[config.mk]
export PLATFORM = sky130hd
export DESIGN_NAME = fetch_sequencer
export DESIGN_NICKNAME = d
export VERILOG_FILES = /design/src/rtl/hack_pkg.sv /design/src/rtl/jump_cond.sv /design/src/rtl/fetch_sequencer.sv
export SDC_FILE = /design/constraint.sdc
export NUM_CORES = 1
export LEC_CHECK = 0
export BUFFER_PORTS_ARGS = -buffer_cell sky130_fd_sc_hd__buf_2
export CAP_MARGIN = 15
export CELL_PAD_IN_SITES_DETAIL_PLACEMENT = 1
export CELL_PAD_IN_SITES_GLOBAL_PLACEMENT = 1
export CORE_MARGIN = 5
export CORE_UTILIZATION = 34
export DETAILED_ROUTE_END_ITERATION = 8
export PLACE_DENSITY = 0.82
export SYNTH_ARGS = -nofsm -noshare
export SYNTH_HDL_FRONTEND = slang
export SYNTH_SLANG_ARGS = --single-unit
[constraint.sdc]
create_clock -name clk -period 2.1 [get_ports clk]
set_input_delay 0 -clock clk [delete_from_list [all_inputs] [get_ports clk]]
set_output_delay 0 -clock clk [all_outputs]
set_load 0.05 [all_outputs]
[src/rtl/hack_pkg.sv]
// Shared constants for the instruction fetch path: address width, state encoding, jump-field bit positions.
// Pure definitions; no logic, so it adds no latency and has no flow control.
package hack_pkg;

   localparam int ADDR_W_DEF   = 15;
   localparam int WAIT_MAX_DEF = 15;

   // Bit positions inside a 16-bit instruction word
   localparam int C_BIT = 15;
   localparam int J_LT  = 2;
   localparam int J_EQ  = 1;
   localparam int J_GT  = 0;

   typedef enum logic [2:0] {
      IDLE   = 3'd0,
      FETCH  = 3'd1,
      EXEC   = 3'd2,
      UPDATE = 3'd3,
      HALT   = 3'd4
   } state_t;

endpackage

[src/rtl/jump_cond.sv]
// Jump decision from the C-instruction jump field and the ALU flags.
// Purely combinational (zero latency); it has no handshake of its own.
module jump_cond
   import hack_pkg::*;
(
   input  logic       c_bit,
   input  logic [2:0] jbits,
   input  logic       zr,
   input  logic       ng,
   output logic       taken
);

   // A-instructions (c_bit=0) never jump
   assign taken = c_bit & ((jbits[J_LT] & ng) |
                           (jbits[J_EQ] & zr) |
                           (jbits[J_GT] & ~ng & ~zr));

endmodule

[src/rtl/fetch_sequencer.sv]
// Fetch/execute/update sequencer: 3 cycles per instruction, stalls in FETCH on rom_valid and in EXEC on exec_ready.
// A FETCH stall of WAIT_MAX cycles is fatal (fetch_err, HALT); HALT_DETECT_EN adds halting on a jump-to-self.
module fetch_sequencer
   import hack_pkg::*;
#(
   parameter int ADDR_W   = ADDR_W_DEF,
   parameter int WAIT_MAX = WAIT_MAX_DEF
)
(
   input  logic              clk,
   input  logic              rst,
   input  logic [15:0]       rom_data,
   input  logic              rom_valid,
   output logic              rom_req,
   input  logic              exec_ready,
   input  logic              alu_zr,
   input  logic              alu_ng,
   input  logic [ADDR_W-1:0] a_reg,
   input  logic [ADDR_W-1:0] pc_cur,
   output logic              pc_inc,
   output logic              pc_load,
   output logic [ADDR_W-1:0] pc_in,
   output logic [15:0]       instr,
   output logic              instr_valid,
   output logic              halted,
   output logic              fetch_err
);

   localparam int CNT_W = $clog2(WAIT_MAX + 1);

   state_t            state, state_nxt;
   logic [CNT_W-1:0]  wait_cnt;
   logic              taken_q;
   logic [ADDR_W-1:0] target_q;
   logic              jump_now;
   logic              halt_hit;
   logic              wait_expired;

   jump_cond u_jump_cond (
      .c_bit (instr[C_BIT]),
      .jbits (instr[J_LT:J_GT]),
      .zr    (alu_zr),
      .ng    (alu_ng),
      .taken (jump_now)
   );

   // This cycle is the WAIT_MAX-th consecutive FETCH cycle without data
   assign wait_expired = (wait_cnt >= CNT_W'(WAIT_MAX - 1));

`ifdef HALT_DETECT_EN
   assign halt_hit = jump_now && (instr[J_LT:J_GT] == 3'b111) && (a_reg == pc_cur);
`else
   logic unused_pc_cur;
   assign halt_hit      = 1'b0;
   assign unused_pc_cur = ^pc_cur;
`endif

   always_comb begin
      state_nxt   = state;
      rom_req     = 1'b0;
      instr_valid = 1'b0;
      pc_inc      = 1'b0;
      pc_load     = 1'b0;
      pc_in       = '0;
      halted      = 1'b0;
      case (state)
         IDLE: state_nxt = FETCH;
         FETCH: begin
            rom_req = 1'b1;
            if (rom_valid)
               state_nxt = EXEC;
            else if (wait_expired)
               state_nxt = HALT;
         end
         EXEC: begin
            instr_valid = 1'b1;
            if (exec_ready)
               state_nxt = halt_hit ? HALT : UPDATE;
         end
         UPDATE: begin
            pc_load   = taken_q;
            pc_inc    = ~taken_q;
            pc_in     = taken_q ? target_q : '0;
            state_nxt = FETCH;
         end
         HALT: halted = 1'b1;
         default: state_nxt = IDLE;
      endcase
   end

   always_ff @(posedge clk or posedge rst) begin
      if (rst)
         state <= IDLE;
      else
         state <= state_nxt;
   end

   always_ff @(posedge clk or posedge rst) begin
      if (rst) begin
         instr     <= '0;
         wait_cnt  <= '0;
         taken_q   <= 1'b0;
         target_q  <= '0;
         fetch_err <= 1'b0;
      end else begin
         // Holding the count at zero outside FETCH clears it on every FETCH entry
         if (state != FETCH)
            wait_cnt <= '0;
         else if (!rom_valid && (wait_cnt != CNT_W'(WAIT_MAX)))
            wait_cnt <= wait_cnt + CNT_W'(1);

         if (state == FETCH && rom_valid)
            instr <= rom_data;

         if (state == EXEC && exec_ready) begin
            taken_q  <= jump_now;
            target_q <= a_reg;
         end

         if (state == FETCH && !rom_valid && wait_expired)
            fetch_err <= 1'b1;
      end
   end

endmodule

==> results.txt, run 1 <==
----------------------------------------------------
[Critical path]
  Worst Setup Start Kind ... register
  Required time of the critical path ... 2.27 ns
  Crit path cell chain ... or3b_1 > nor2_8 > mux2_2
  CP max-delay cell ... or3b_1
  Slowest cell delay on critical path ... 0.54 ns
  Worst endpoint data arrival time ... 2.01 ns
  CP top delay family ... simple AND/OR/NAND/NOR gates
  Endpoint class of the critical path ... register
  Worst path buffer plus inverter count ... 0
  CP Max Fanout ... 17
  Critical path type ... reg -> reg

[Logic synthesis]
  Post-synthesis net count ... 189
  Number of instances in the synthesized netlist ... 135
  Number of enable-type register cells in the synthesized netlist ... 0
  Cell type with the highest aggregate area in the netlist ... dfrtp_1
  Synth async-reset ratio ... 1.00
  Cell with the most instances after synthesis ... dfrtp_1
  Register bit count reported by yosys ... 40
  Post-synthesis instance area ... 1810 um^2
  Number of warnings reported in the yosys synthesis log ... 0
  Prevailing post-synth register cell ... dfrtp_1
  Post-synthesis sequential area ratio ... 0.553
  Share of the synthesized area in the top cell type ... 0.553
  Top area cells in the synthesized netlist ... dfrtp_1 (55%), mux2_2 (14%), mux2_4 (7.5%)
  Distinct cells, synth ... 34
  Avg Inst Size Synth ... 13.4 um^2
  Commonest cells post-synth ... dfrtp_1 (40), mux2_2 (22), and2_1 (15), mux2_4 (9), inv_1 (7)

[Floorplanning]
  Io pins ... 89
  Placement row count ... 26
  Floorplan die width ... 82.9 um
  Area of the core ... 5140 um^2
  Area of the die ... 6880 um^2
  Die Span Y ... 82.9 um
  Effective utilization at floorplan ... 0.352

[Drt]
  Routed via count divided by cell count ... 4.54
  Pre-Repair DR Iteration Count ... 4
  Via count ... 1422
  Final antenna-violating net count ... 0
  Post-DR wirelength/cell ... 15.4 um
  Starting DRT DRC Count ... 80
  Final Routed Wirelength ... 4.84 mm
  Count of unresolved DRC violations after routing ... 0

[Cells and area]
  Final Net Count ... 296
  Ratio of cells with drive above 1 in the final layout ... 0.473
  Layout overhead on the synthesized area ... 45.8%
  Diode insertion count for antenna repair ... 0

[STA]
  Count of endpoints failing hold in the final timing report ... 0
  RSZ-0062 raised after global routing ... no
  Final setup fails ... 0
  Rel. slew slack ... 0.667
  Slew @ Worst Pin ... 0.500 ns
  Worst hold slack after final layout ... 0.0129 ns
  Slew Viols, Final ... 0
  Setup Skew ... 0.00638 ns
  Time the final worst path needs with I/O delays and setup ... 1.84 ns
  Maximum operating frequency ... 542 MHz
  Tcrit/Tclk final ... 0.879
  Aggregate negative setup slack ... 0 ns

[GRT]
  Initial antenna violation count ... 0
  Wire length of the first global-routing pass ... 8.15 mm
  Largest net degree at the start of global routing ... 41
  Total global routing track utilization ... 0.147
  Remaining Overflow, GRT ... 0
  Via count of the first global-routing pass ... 1603

[Place]
  Sum of net half-perimeters after detailed placement ... 3.20 mm
  RD Place Congestion ... 0.770
  Count of port buffers added during placement ... 73

[CTS]
  Clock-pin slew on the worst setup and hold paths ... 0.08 ns
  Clock latency at the later pin of the worst-skew pair ... 0.29 ns
  Postcts setup bufs ... 0
  Root buf cell ... clkbuf_8
  TritonCTS clock tree ... yes
  Clock buffer count from CTS ... 5
  Max Buffers Root-to-Sink ... 2
  Number of H-tree branching levels ... 2
  TritonCTS sink count ... 40

[Power]
  Cell area power density ... 1430 nW/um^2
  P_leak ... 1.32 nW
  Largest voltage drop on the vdd net ... 0.849 mV

[Run]
  Total of max-cap violations ... 0

[Worst hold path]
  Path category of the worst min-delay check ... in -> reg

[Status]
  Run status ... finished clean

----------------------------------------------------
## cells by family after synthesis
logic type | synth area share
buffers and inverters | 0.0401
AO/OA/AOI/OAI | 0.0422
AND/OR/NAND/NOR | 0.134
adder cells (fa/ha/maj) | 0.0138
flip-flops | 0.553
multiplexers | 0.212
XOR/XNOR | 0.00484
## where the power goes
| part | internal (mW) | switching [mW] | leakage [nW] | total, mW |
|---|---|---|---|---|
| Sequential | 1.12 | 0.218 | 0.487 | 1.34 |
| Combinational | 0.673 | 1.23 | 0.790 | 1.90 |
| Clock | 0.267 | 0.269 | 0.0445 | 0.536 |
| Total | 2.06 | 1.72 | 1.32 | 3.77 |
## per-layer routing
layer / global-route usage / vias up / routed length [um]
li1: - / 677 / -
met1: 0.175 / 693 / 1940
met2: 0.258 / 46 / 2590
met3: 0.0426 / 6 / 270
met4: 0.0357 / 0 / 44
met5: 0 / - / 0
## cells in the final DEF, fill, tap and decap left out, drive strengths merged, types with 4 or more instances in the layout
| cell type | count |
|---|---|
| inv | 7 |
| clkbuf | 7 |
| dlygate4sd3 | 32 |
| mux2 | 31 |
| and2 | 15 |
| dfrtp | 40 |
| buf | 74 |
| nand2 | 4 |
| nor2 | 4 |
## worst paths after layout
| path | cells past startpoint | slack [ns] | start | endpoint |
|---|---|---|---|---|
| max | 3 | 0.26 | state[1]$_DFFE_PP0P_ | instr[7]$_DFFE_PP0P_ |
| min | 3 | 0.01 | exec_ready | state[0]$_DFFE_PP0P_ |
| max reg2reg | 3 | 0.26 | state[1]$_DFFE_PP0P_ | instr[7]$_DFFE_PP0P_ |
| min reg2reg | 1 | 0.47 | fetch_err$_DFFE_PP0P_ | fetch_err$_DFFE_PP0P_ |
| max in group asynchronous | 4 | 1.35 | rst | wait_cnt[2]$_DFFE_PP0P_ |
| min in group asynchronous | 4 | 0.39 | rst | target_q[1]$_DFFE_PP0P_ |
## area by class of cell
| cell class | count | area (um^2) |
|---|---|---|
| clock buffers | 7 | 86.3 |
| clock inverters | 1 | 7.51 |
| fillers | 584 | 2500 |
| inverters | 7 | 26.3 |
| multi-input cells | 82 | 736 |
| flip-flops and latches | 40 | 1000 |
| well taps | 70 | 87.6 |
| repair buffers | 106 | 693 |
## worst min-delay path, cell delays in order
cell	delay (ns)
buf_2	0.10
nor2_1	0.08
a211oi_1	0.07
## state kept, by name (all words and copies together) (netlist names)
signal	cells
fetch_err	1
instr	16
wait_cnt	4
taken_q	1
state	3
target_q	15
## metrics by stage
stage               instances  total power [mW]  utilization  area (um^2)  setup slack, ns
floorplan                 135              2.83            -         1810            0.157
global placement          273              3.16        0.433         2220            0.284
global route              313              4.00        0.513         2640           0.0340
CTS                       313              3.81        0.513         2640            0.228
finish                    313              3.77        0.513         2640            0.255
detailed placement        273              3.22        0.433         2220            0.256
## timing repair
item,CTS,global route
resized for setup,0,0
hold buffers,32,0
hold endpoints to repair,71,0
(Power assumes the default switching activity.)
==> inputs of run 2 (changes only) <==
--- a/config.mk
+++ b/config.mk
@@ -10,9 +10,10 @@
 export CELL_PAD_IN_SITES_DETAIL_PLACEMENT = 1
 export CELL_PAD_IN_SITES_GLOBAL_PLACEMENT = 1
 export CORE_MARGIN = 5
-export CORE_UTILIZATION = 34
+export CORE_UTILIZATION = 35
 export DETAILED_ROUTE_END_ITERATION = 8
-export PLACE_DENSITY = 0.82
+export PLACE_DENSITY = 0.84
 export SYNTH_ARGS = -nofsm -noshare
 export SYNTH_HDL_FRONTEND = slang
+export SYNTH_HIERARCHICAL = 1
 export SYNTH_SLANG_ARGS = --single-unit
==> run 2 against run 1 <==
Effect of this change: clock power is 16% higher; clock skew hardly changed; highest routed layer unchanged; die area decreased by 2.6%; cell count is 0.32% lower; critical path type unchanged.
==> results.txt, run 2 <==
----------------------------------------------------
[CTS]
  Root buf cell ... clkbuf_8 (unchanged)
  Clock latency at the later pin of the worst-skew pair ... 0.28 ns (was 0.29 ns)
  CTS resizes ... 0 (unchanged)
  Clock buffer count from CTS ... 5 (unchanged)
  TritonCTS clock tree ... yes (unchanged)
  Max Buffers Root-to-Sink ... 2 (unchanged)
  Number of H-tree branching levels ... 2 (unchanged)
  TritonCTS sink count ... 40 (unchanged)
  Clock-pin slew on the worst setup and hold paths ... 0.08 ns (about the same)

[GRT]
  Wire length of the first global-routing pass ... 8.38 mm (was 8.15 mm)
  Via count of the first global-routing pass ... 1672 (was 1603)
  Largest net degree at the start of global routing ... 25 (was 41)
  Initial antenna violation count ... 0 (unchanged)
  Total global routing track utilization ... 0.168 (was 0.147)
  Remaining Overflow, GRT ... 0 (unchanged)

[Logic synthesis]
  Commonest cells post-synth ... dfrtp_1 (40), mux2_2 (23), and2_1 (16), mux2_4 (9), inv_1 (5) (was dfrtp_1 (40), mux2_2 (22), and2_1 (15), mux2_4 (9), inv_1 (7))
  Number of instances in the synthesized netlist ... 131 (was 135)
  Synth async-reset ratio ... 1.00 (unchanged)
  Cell type with the highest aggregate area in the netlist ... dfrtp_1 (unchanged)
  Top area cells in the synthesized netlist ... dfrtp_1 (55%), mux2_2 (14%), mux2_4 (7.5%) (unchanged)
  Register bit count reported by yosys ... 40 (unchanged)
  Distinct cells, synth ... 29 (was 34)
  Post-synthesis sequential area ratio ... 0.554 (was 0.553)
  Share of the synthesized area in the top cell type ... 0.554 (was 0.553)
  Number of warnings reported in the yosys synthesis log ... 6 (was 0)
  Prevailing post-synth register cell ... dfrtp_1 (unchanged)
  Number of enable-type register cells in the synthesized netlist ... 0 (unchanged)
  Avg Inst Size Synth ... 13.8 um^2 (was 13.4 um^2)
  Cell with the most instances after synthesis ... dfrtp_1 (unchanged)
  Post-synthesis instance area ... 1810 um^2 (about the same)
  Post-synthesis net count ... 185 (was 189)

[Power]
  Switching pwr ... 1.74 mW (was 1.72 mW)
  Power share of the clock group ... 0.159 (was 0.142)
  P_leak ... 1.33 nW (was 1.32 nW)
  Largest voltage drop on the vdd net ... 0.753 mV (was 0.849 mV)
  Sequential share of power ... 0.344 (was 0.354)
  Combinational share of power ... 0.497 (was 0.504)
  Internal Power ... 2.16 mW (was 2.06 mW)
  Cell area power density ... 1460 nW/um^2 (was 1430 nW/um^2)
  Net switching share of the total power ... 0.445 (was 0.455)

[Critical path]
  Critical path type ... reg -> reg (unchanged)
  CP max-delay cell ... or3b_1 (unchanged)
  Required time of the critical path ... 2.27 ns (about the same)
  Crit path cell chain ... or3b_1 > nor2_8 > mux2_2 (unchanged)
  Endpoint class of the critical path ... register (unchanged)
  Slowest cell delay on critical path ... 0.58 ns (was 0.54 ns)
  Worst endpoint data arrival time ... 2.05 ns (was 2.01 ns)
  Worst Setup Start Kind ... register (unchanged)
  Worst path buffer plus inverter count ... 0 (unchanged)
  CP Max Fanout ... 17 (unchanged)
  CP top delay family ... simple AND/OR/NAND/NOR gates (unchanged)

[Place]
  Worst slack after detailed placement ... 0.222 ns (was 0.256 ns)
  RD Place Congestion ... 0.679 (was 0.770)
  Count of port buffers added during placement ... 73 (unchanged)
  Sum of net half-perimeters after detailed placement ... 3.23 mm (was 3.20 mm)

[STA]
  Final setup fails ... 0 (unchanged)
  Rel. slew slack ... 0.508 (was 0.667)
  Slew @ Worst Pin ... 0.737 ns (was 0.500 ns)
  Setup Skew ... 0.00679 ns (was 0.00638 ns)
  Time the final worst path needs with I/O delays and setup ... 1.88 ns (was 1.84 ns)
  Tcrit/Tclk final ... 0.894 (was 0.879)
  Maximum operating frequency ... 532 MHz (was 542 MHz)
  Worst hold slack after final layout ... 0.0168 ns (was 0.0129 ns)
  Slew Viols, Final ... 0 (unchanged)
  Aggregate negative setup slack ... 0 ns (unchanged)
  Minimum setup slack in the final design ... 0.222 ns (was 0.255 ns)
  Count of endpoints failing hold in the final timing report ... 0 (unchanged)
  RSZ-0062 raised after global routing ... no (unchanged)

[Cells and area]
  Ratio of cells with drive above 1 in the final layout ... 0.500 (was 0.473)
  Commonest cells after routing, fill and taps aside ... buf_2 (73), dfrtp_1 (40), dlygate4sd3_1 (32) (unchanged)
  Register with the highest flop count ... instr (unchanged)
  Most common library cell in the layout ignoring fill and taps ... buf_2 (unchanged)
  Layout overhead on the synthesized area ... 48.0% (was 45.8%)
  Diode insertion count for antenna repair ... 0 (unchanged)
  Number of fill cells ... 547 (was 584)
  Max FFs per register ... 16 (unchanged)
  Registers with the most flip-flops ... instr (16), target_q (15), wait_cnt (4) (unchanged)
  Area of the multi-input gates ... 739 um^2 (was 736 um^2)
  Final Net Count ... 295 (was 296)
  Combined flip-flop and latch cell area ... 1000 um^2 (unchanged)

[Drt]
  Final antenna-violating net count ... 0 (unchanged)
  Routed via count divided by cell count ... 4.63 (was 4.54)
  Post-DR wirelength/cell ... 16.8 um (was 15.4 um)
  Count of unresolved DRC violations after routing ... 0 (unchanged)
  Pre-Repair DR Iteration Count ... 4 (unchanged)
  Via count ... 1446 (was 1422)
  Final Routed Wirelength ... 5.25 mm (was 4.84 mm)
  Starting DRT DRC Count ... 42 (was 80)

[Run]
  Total of max-cap violations ... 0 (unchanged)

[Floorplanning]
  Floorplan die width ... 81.9 um (was 82.9 um)
  Area of the core ... 5070 um^2 (was 5140 um^2)
  Io pins ... 89 (unchanged)
  Effective utilization at floorplan ... 0.356 (was 0.352)
  Placement row count ... 26 (unchanged)
  Die Span Y ... 81.9 um (was 82.9 um)
  Area of the die ... 6700 um^2 (was 6880 um^2)

[Status]
  Run status ... finished clean (unchanged)

[Worst hold path]
  Path category of the worst min-delay check ... in -> reg (unchanged)

----------------------------------------------------
[run 2: cell count changes after synthesis, moves of 2 or more]
cell,before,now
buf_2,3,0
nand2_1,4,1
and3_1,2,0
buf_6,0,2
inv_1,7,5
nor3_1,1,3
or2_2,1,3
[run 2: repair_timing]
action,in CTS,in global routing
hold endpoints to repair,47,0
hold buffers,32,0
setup buffers,0,0
[run 2: power by group through the flow]
stage               combinational (mW)  clock [mW]  sequential (mW)
detailed placement                1.89           0             1.34
CTS                               1.94       0.638             1.33
floorplan                        0.965           0             1.86
finish                            1.94       0.620             1.34
global placement                  1.84           0             1.31
global route                      2.04       0.683             1.40
[run 2: final timing paths]
path / endpoint / cells past startpoint / slack (ns) / from
max in group asynchronous: instr[0]$_DFFE_PP0P_ / 4 / 1.13 / rst
worst min-delay path: state[0]$_DFFE_PP0P_ / 3 / 0.02 / exec_ready
worst max-delay path: instr[14]$_DFFE_PP0P_ / 3 / 0.22 / state[2]$_DFFE_PP0P_
worst max register to register: instr[14]$_DFFE_PP0P_ / 3 / 0.22 / state[2]$_DFFE_PP0P_
worst min register to register: fetch_err$_DFFE_PP0P_ / 1 / 0.47 / fetch_err$_DFFE_PP0P_
min in group asynchronous: fetch_err$_DFFE_PP0P_ / 3 / 0.40 / rst
[run 2: metrics by stage]
step	cell area (um^2)	cells	util	total power [mW]
finish	2680	312	0.527	3.90
global placement	2250	272	0.443	3.16
global route	2680	312	0.527	4.12
floorplan	1810	131	-	2.83
detailed placement	2250	272	0.443	3.23
CTS	2680	312	0.527	3.91
[run 2: layer usage]
layer,track usage,vias up,routed length [um]
met5,0,-,0
met4,0.0415,0,66
met2,0.343,53,2960
met1,0.163,715,1900
met3,0.0450,9,320
li1,-,669,-
[run 2: layout make-up]
cell class	count	share of cell area
Tap cell	70	0.0327
Sequential cell	40	0.374
Clock inverter	2	0.0131
Inverter	5	0.00702
Clock buffer	6	0.0271
Multi-Input combinational cell	81	0.276
Timing Repair Buffer	108	0.269
[run 2: cells by family after synthesis]
logic type | synth area share
DFF | 0.554
and+or+nand+nor | 0.136
muxes | 0.218
buffers and inverters | 0.0401
AOI/OAI and AO/OA | 0.0339
adders and majority gates | 0.0138
xor gates and xnor gates | 0.00485
[run 2: worst register-to-register path, cell delays in order, from the launching register on]
cell and delay, ns:
dfrtp_1 0.43, or3b_1 0.58, nor2_8 0.37, mux2_2 0.38
==> inputs of run 3 (changes only) <==
--- a/config.mk
+++ b/config.mk
@@ -12,7 +12,7 @@
 export CORE_MARGIN = 5
 export CORE_UTILIZATION = 35
 export DETAILED_ROUTE_END_ITERATION = 8
-export PLACE_DENSITY = 0.84
+export PLACE_DENSITY = 0.79
 export SYNTH_ARGS = -nofsm -noshare
 export SYNTH_HDL_FRONTEND = slang
 export SYNTH_HIERARCHICAL = 1
==> run 3 against run 2 <==
Effect of this change: sequential power about the same; non-clock buffer count rose by 1; combinational power is essentially flat; register-to-register slack better by 0.12 ns; first-iteration DRC count is 21% higher; routed wire length is 3.2% lower; sequential cell count stayed put; total power fell by 2.2%; clock power down 13%; die area did not move; highest routed layer unchanged.
==> results.txt, run 3 (synthesized netlist as in run 2, its figures left out) <==
----------------------------------------------------
[CTS]
  Number of H-tree branching levels ... 2 (unchanged)
  Postcts setup bufs ... 0 (unchanged)
  TritonCTS sink count ... 40 (unchanged)
  Root buf cell ... clkbuf_8 (unchanged)
  TritonCTS clock tree ... yes (unchanged)
  Clock latency at the later pin of the worst-skew pair ... 0.29 ns (was 0.28 ns)
  Clock buffer count from CTS ... 5 (unchanged)
  Clock-pin slew on the worst setup and hold paths ... 0.08 ns (about the same)
  Max Buffers Root-to-Sink ... 2 (unchanged)

[Power]
  Sequential share of power ... 0.347 (was 0.344)
  P_leak ... 1.33 nW (about the same)
  Largest voltage drop on the vdd net ... 0.852 mV (was 0.753 mV)
  Cell area power density ... 1430 nW/um^2 (was 1460 nW/um^2)
  Power share of the clock group ... 0.141 (was 0.159)
  Internal Power ... 2.09 mW (was 2.16 mW)
  Net switching share of the total power ... 0.451 (was 0.445)
  Combinational share of power ... 0.512 (was 0.497)
  Switching pwr ... 1.72 mW (was 1.74 mW)

[Worst hold path]
  Path category of the worst min-delay check ... in -> reg (unchanged)
  Hold wc startpoint ... exec_ready (unchanged)
  Worst Hold Endpoint ... state[0]$_DFFE_PP0P_ (unchanged)
  Number of cells on the worst hold path ... 3 (unchanged)

[STA]
  Count of endpoints failing hold in the final timing report ... 0 (unchanged)
  RSZ-0062 raised after global routing ... no (unchanged)
  Aggregate negative setup slack ... 0 ns (unchanged)
  Final setup fails ... 0 (unchanged)
  Rel. slew slack ... 0.618 (was 0.508)
  Slew @ Worst Pin ... 0.573 ns (was 0.737 ns)
  Setup Skew ... 0.00808 ns (was 0.00679 ns)
  Slew Viols, Final ... 0 (unchanged)
  Maximum operating frequency ... 568 MHz (was 532 MHz)
  Tcrit/Tclk final ... 0.838 (was 0.894)
  Time the final worst path needs with I/O delays and setup ... 1.76 ns (was 1.88 ns)

[Cells and area]
  Ratio of cells with drive above 1 in the final layout ... 0.502 (was 0.500)
  Most common library cell in the layout ignoring fill and taps ... buf_2 (unchanged)
  Registers with the most flip-flops ... instr (16), target_q (15), wait_cnt (4) (unchanged)
  Final Net Count ... 296 (was 295)
  Max FFs per register ... 16 (unchanged)
  Number of fill cells ... 567 (was 547)
  Diode insertion count for antenna repair ... 0 (unchanged)
  Layout overhead on the synthesized area ... 47.6% (was 48.0%)
  Register with the highest flop count ... instr (unchanged)
  Commonest cells after routing, fill and taps aside ... buf_2 (73), dfrtp_1 (40), dlygate4sd3_1 (32) (unchanged)
  Finished Cell Area ... 2670 um^2 (was 2680 um^2)

[Place]
  RD Place Congestion ... 0.689 (was 0.679)
  Sum of net half-perimeters after detailed placement ... 3.07 mm (was 3.23 mm)
  Placement-stage cell area ... 2250 um^2 (about the same)
  Count of port buffers added during placement ... 73 (unchanged)

[Critical path]
  CP max-delay cell ... or3b_1 (unchanged)
  Worst Setup Start Kind ... register (unchanged)
  Worst R2R Setup Slack ... 0.34 ns (was 0.22 ns)
  RR Startpoint ... state[1]$_DFFE_PP0P_ (was state[2]$_DFFE_PP0P_)
  Crit path cell chain ... or3b_1 > nor2_8 > mux2_2 (unchanged)
  Stages on worst setup path ... 3 (unchanged)
  Slowest cell delay on critical path ... 0.47 ns (was 0.58 ns)
  Critical path type ... reg -> reg (unchanged)
  Endpoint class of the critical path ... register (unchanged)
  CP Max Fanout ... 17 (unchanged)
  Worst endpoint data arrival time ... 1.94 ns (was 2.05 ns)
  Reg-to-reg critical path endpoint ... instr[13]$_DFFE_PP0P_ (was instr[14]$_DFFE_PP0P_)
  Cell depth of the worst flop-to-flop path ... 3 (unchanged)
  CP top delay family ... simple AND/OR/NAND/NOR gates (unchanged)
  Worst path buffer plus inverter count ... 0 (unchanged)
  Required time of the critical path ... 2.28 ns (was 2.27 ns)

[Drt]
  Final Routed Wirelength ... 5.08 mm (was 5.25 mm)
  Pre-Repair DR Iteration Count ... 4 (unchanged)
  Final antenna-violating net count ... 0 (unchanged)
  Via count ... 1422 (was 1446)
  Routed via count divided by cell count ... 4.54 (was 4.63)
  Count of unresolved DRC violations after routing ... 0 (unchanged)
  Post-DR wirelength/cell ... 16.2 um (was 16.8 um)
  Starting DRT DRC Count ... 51 (was 42)

[GRT]
  Initial antenna violation count ... 0 (unchanged)
  Total global routing track utilization ... 0.164 (was 0.168)
  Remaining Overflow, GRT ... 0 (unchanged)
  Largest net degree at the start of global routing ... 28 (was 25)
  Wire length of the first global-routing pass ... 8.10 mm (was 8.38 mm)
  Via count of the first global-routing pass ... 1675 (was 1672)

[Floorplanning]
  Placement row count ... 26 (unchanged)
  Floorplan die width ... 81.9 um (unchanged)
  Area of the die ... 6700 um^2 (unchanged)
  Die Span Y ... 81.9 um (unchanged)
  Area of the core ... 5070 um^2 (unchanged)
  Io pins ... 89 (unchanged)
  Effective utilization at floorplan ... 0.356 (unchanged)

[Status]
  Run status ... finished clean (unchanged)

[Run]
  Total of max-cap violations ... 0 (unchanged)

----------------------------------------------------
## run 3: cell types whose count changed in the layout (fill, tap and decap cells not counted), sizes merged
cell / delta
buf: +1
bufinv: -1
clkbuf: +1
clkinv: -1
clkinvlp: +1
## run 3: layout make-up
cell class	instances	area [um^2]	area share
repair buffers	109	728	0.273
well taps	70	87.6	0.0328
multi-input cells	81	739	0.277
inverters	5	18.8	0.00703
clock buffers	7	86.3	0.0323
flip-flops and latches	40	1000	0.375
clock inverters	1	7.51	0.00281
## run 3: power groups by stage
stage	clock [mW]	combinational, mW	sequential, mW
after floorplan	0	0.965	1.86
after global placement	0	1.87	1.31
after detailed placement	0	1.90	1.33
after CTS	0.550	1.96	1.32
after global routing	0.598	2.07	1.37
final	0.538	1.95	1.32
## run 3: tightest hold or removal path, cell delays in order
cell and delay [ns]:
buf_2 0.10, nor2_1 0.09, a211oi_1 0.08
## run 3: layer usage
metal  vias to the layer above  GRT usage  wire length, um
li1                        666          -                -
met1                       693      0.164             1960
met2                        54      0.315             2700
met3                         9     0.0581              318
met4                         0     0.0482              100
met5                         -          0                0
## run 3: through the flow
step                setup WS, ns  utilization  cells  power (mW)  hold slack (ns)
floorplan                 0.0359            -    131        2.83            0.148
global placement           0.359        0.444    273        3.18           0.0882
detailed placement         0.347        0.444    273        3.23           0.0870
CTS                        0.338        0.526    313        3.82           0.0104
global route               0.263        0.526    313        4.04           0.0331
finish                     0.341        0.526    313        3.81           0.0154
## run 3: repair_timing
item	CTS	global route
hold buffers	32	0
hold endpoints to repair	44	0
resized for setup	0	0
## run 3: worst max path at each step
stage,from,to,slack (ns)
2_1_floorplan,state[0]$_DFFE_PP0P_,target_q[10]$_DFFE_PP0P_,0.04
3_3_place_gp,state[2]$_DFFE_PP0P_,instr[14]$_DFFE_PP0P_,0.36
3_5_place_dp,state[2]$_DFFE_PP0P_,instr[11]$_DFFE_PP0P_,0.35
4_1_cts,state[2]$_DFFE_PP0P_,instr[10]$_DFFE_PP0P_,0.34
5_1_grt,state[1]$_DFFE_PP0P_,pc_in[13],0.26
6_report,state[1]$_DFFE_PP0P_,instr[13]$_DFFE_PP0P_,0.34
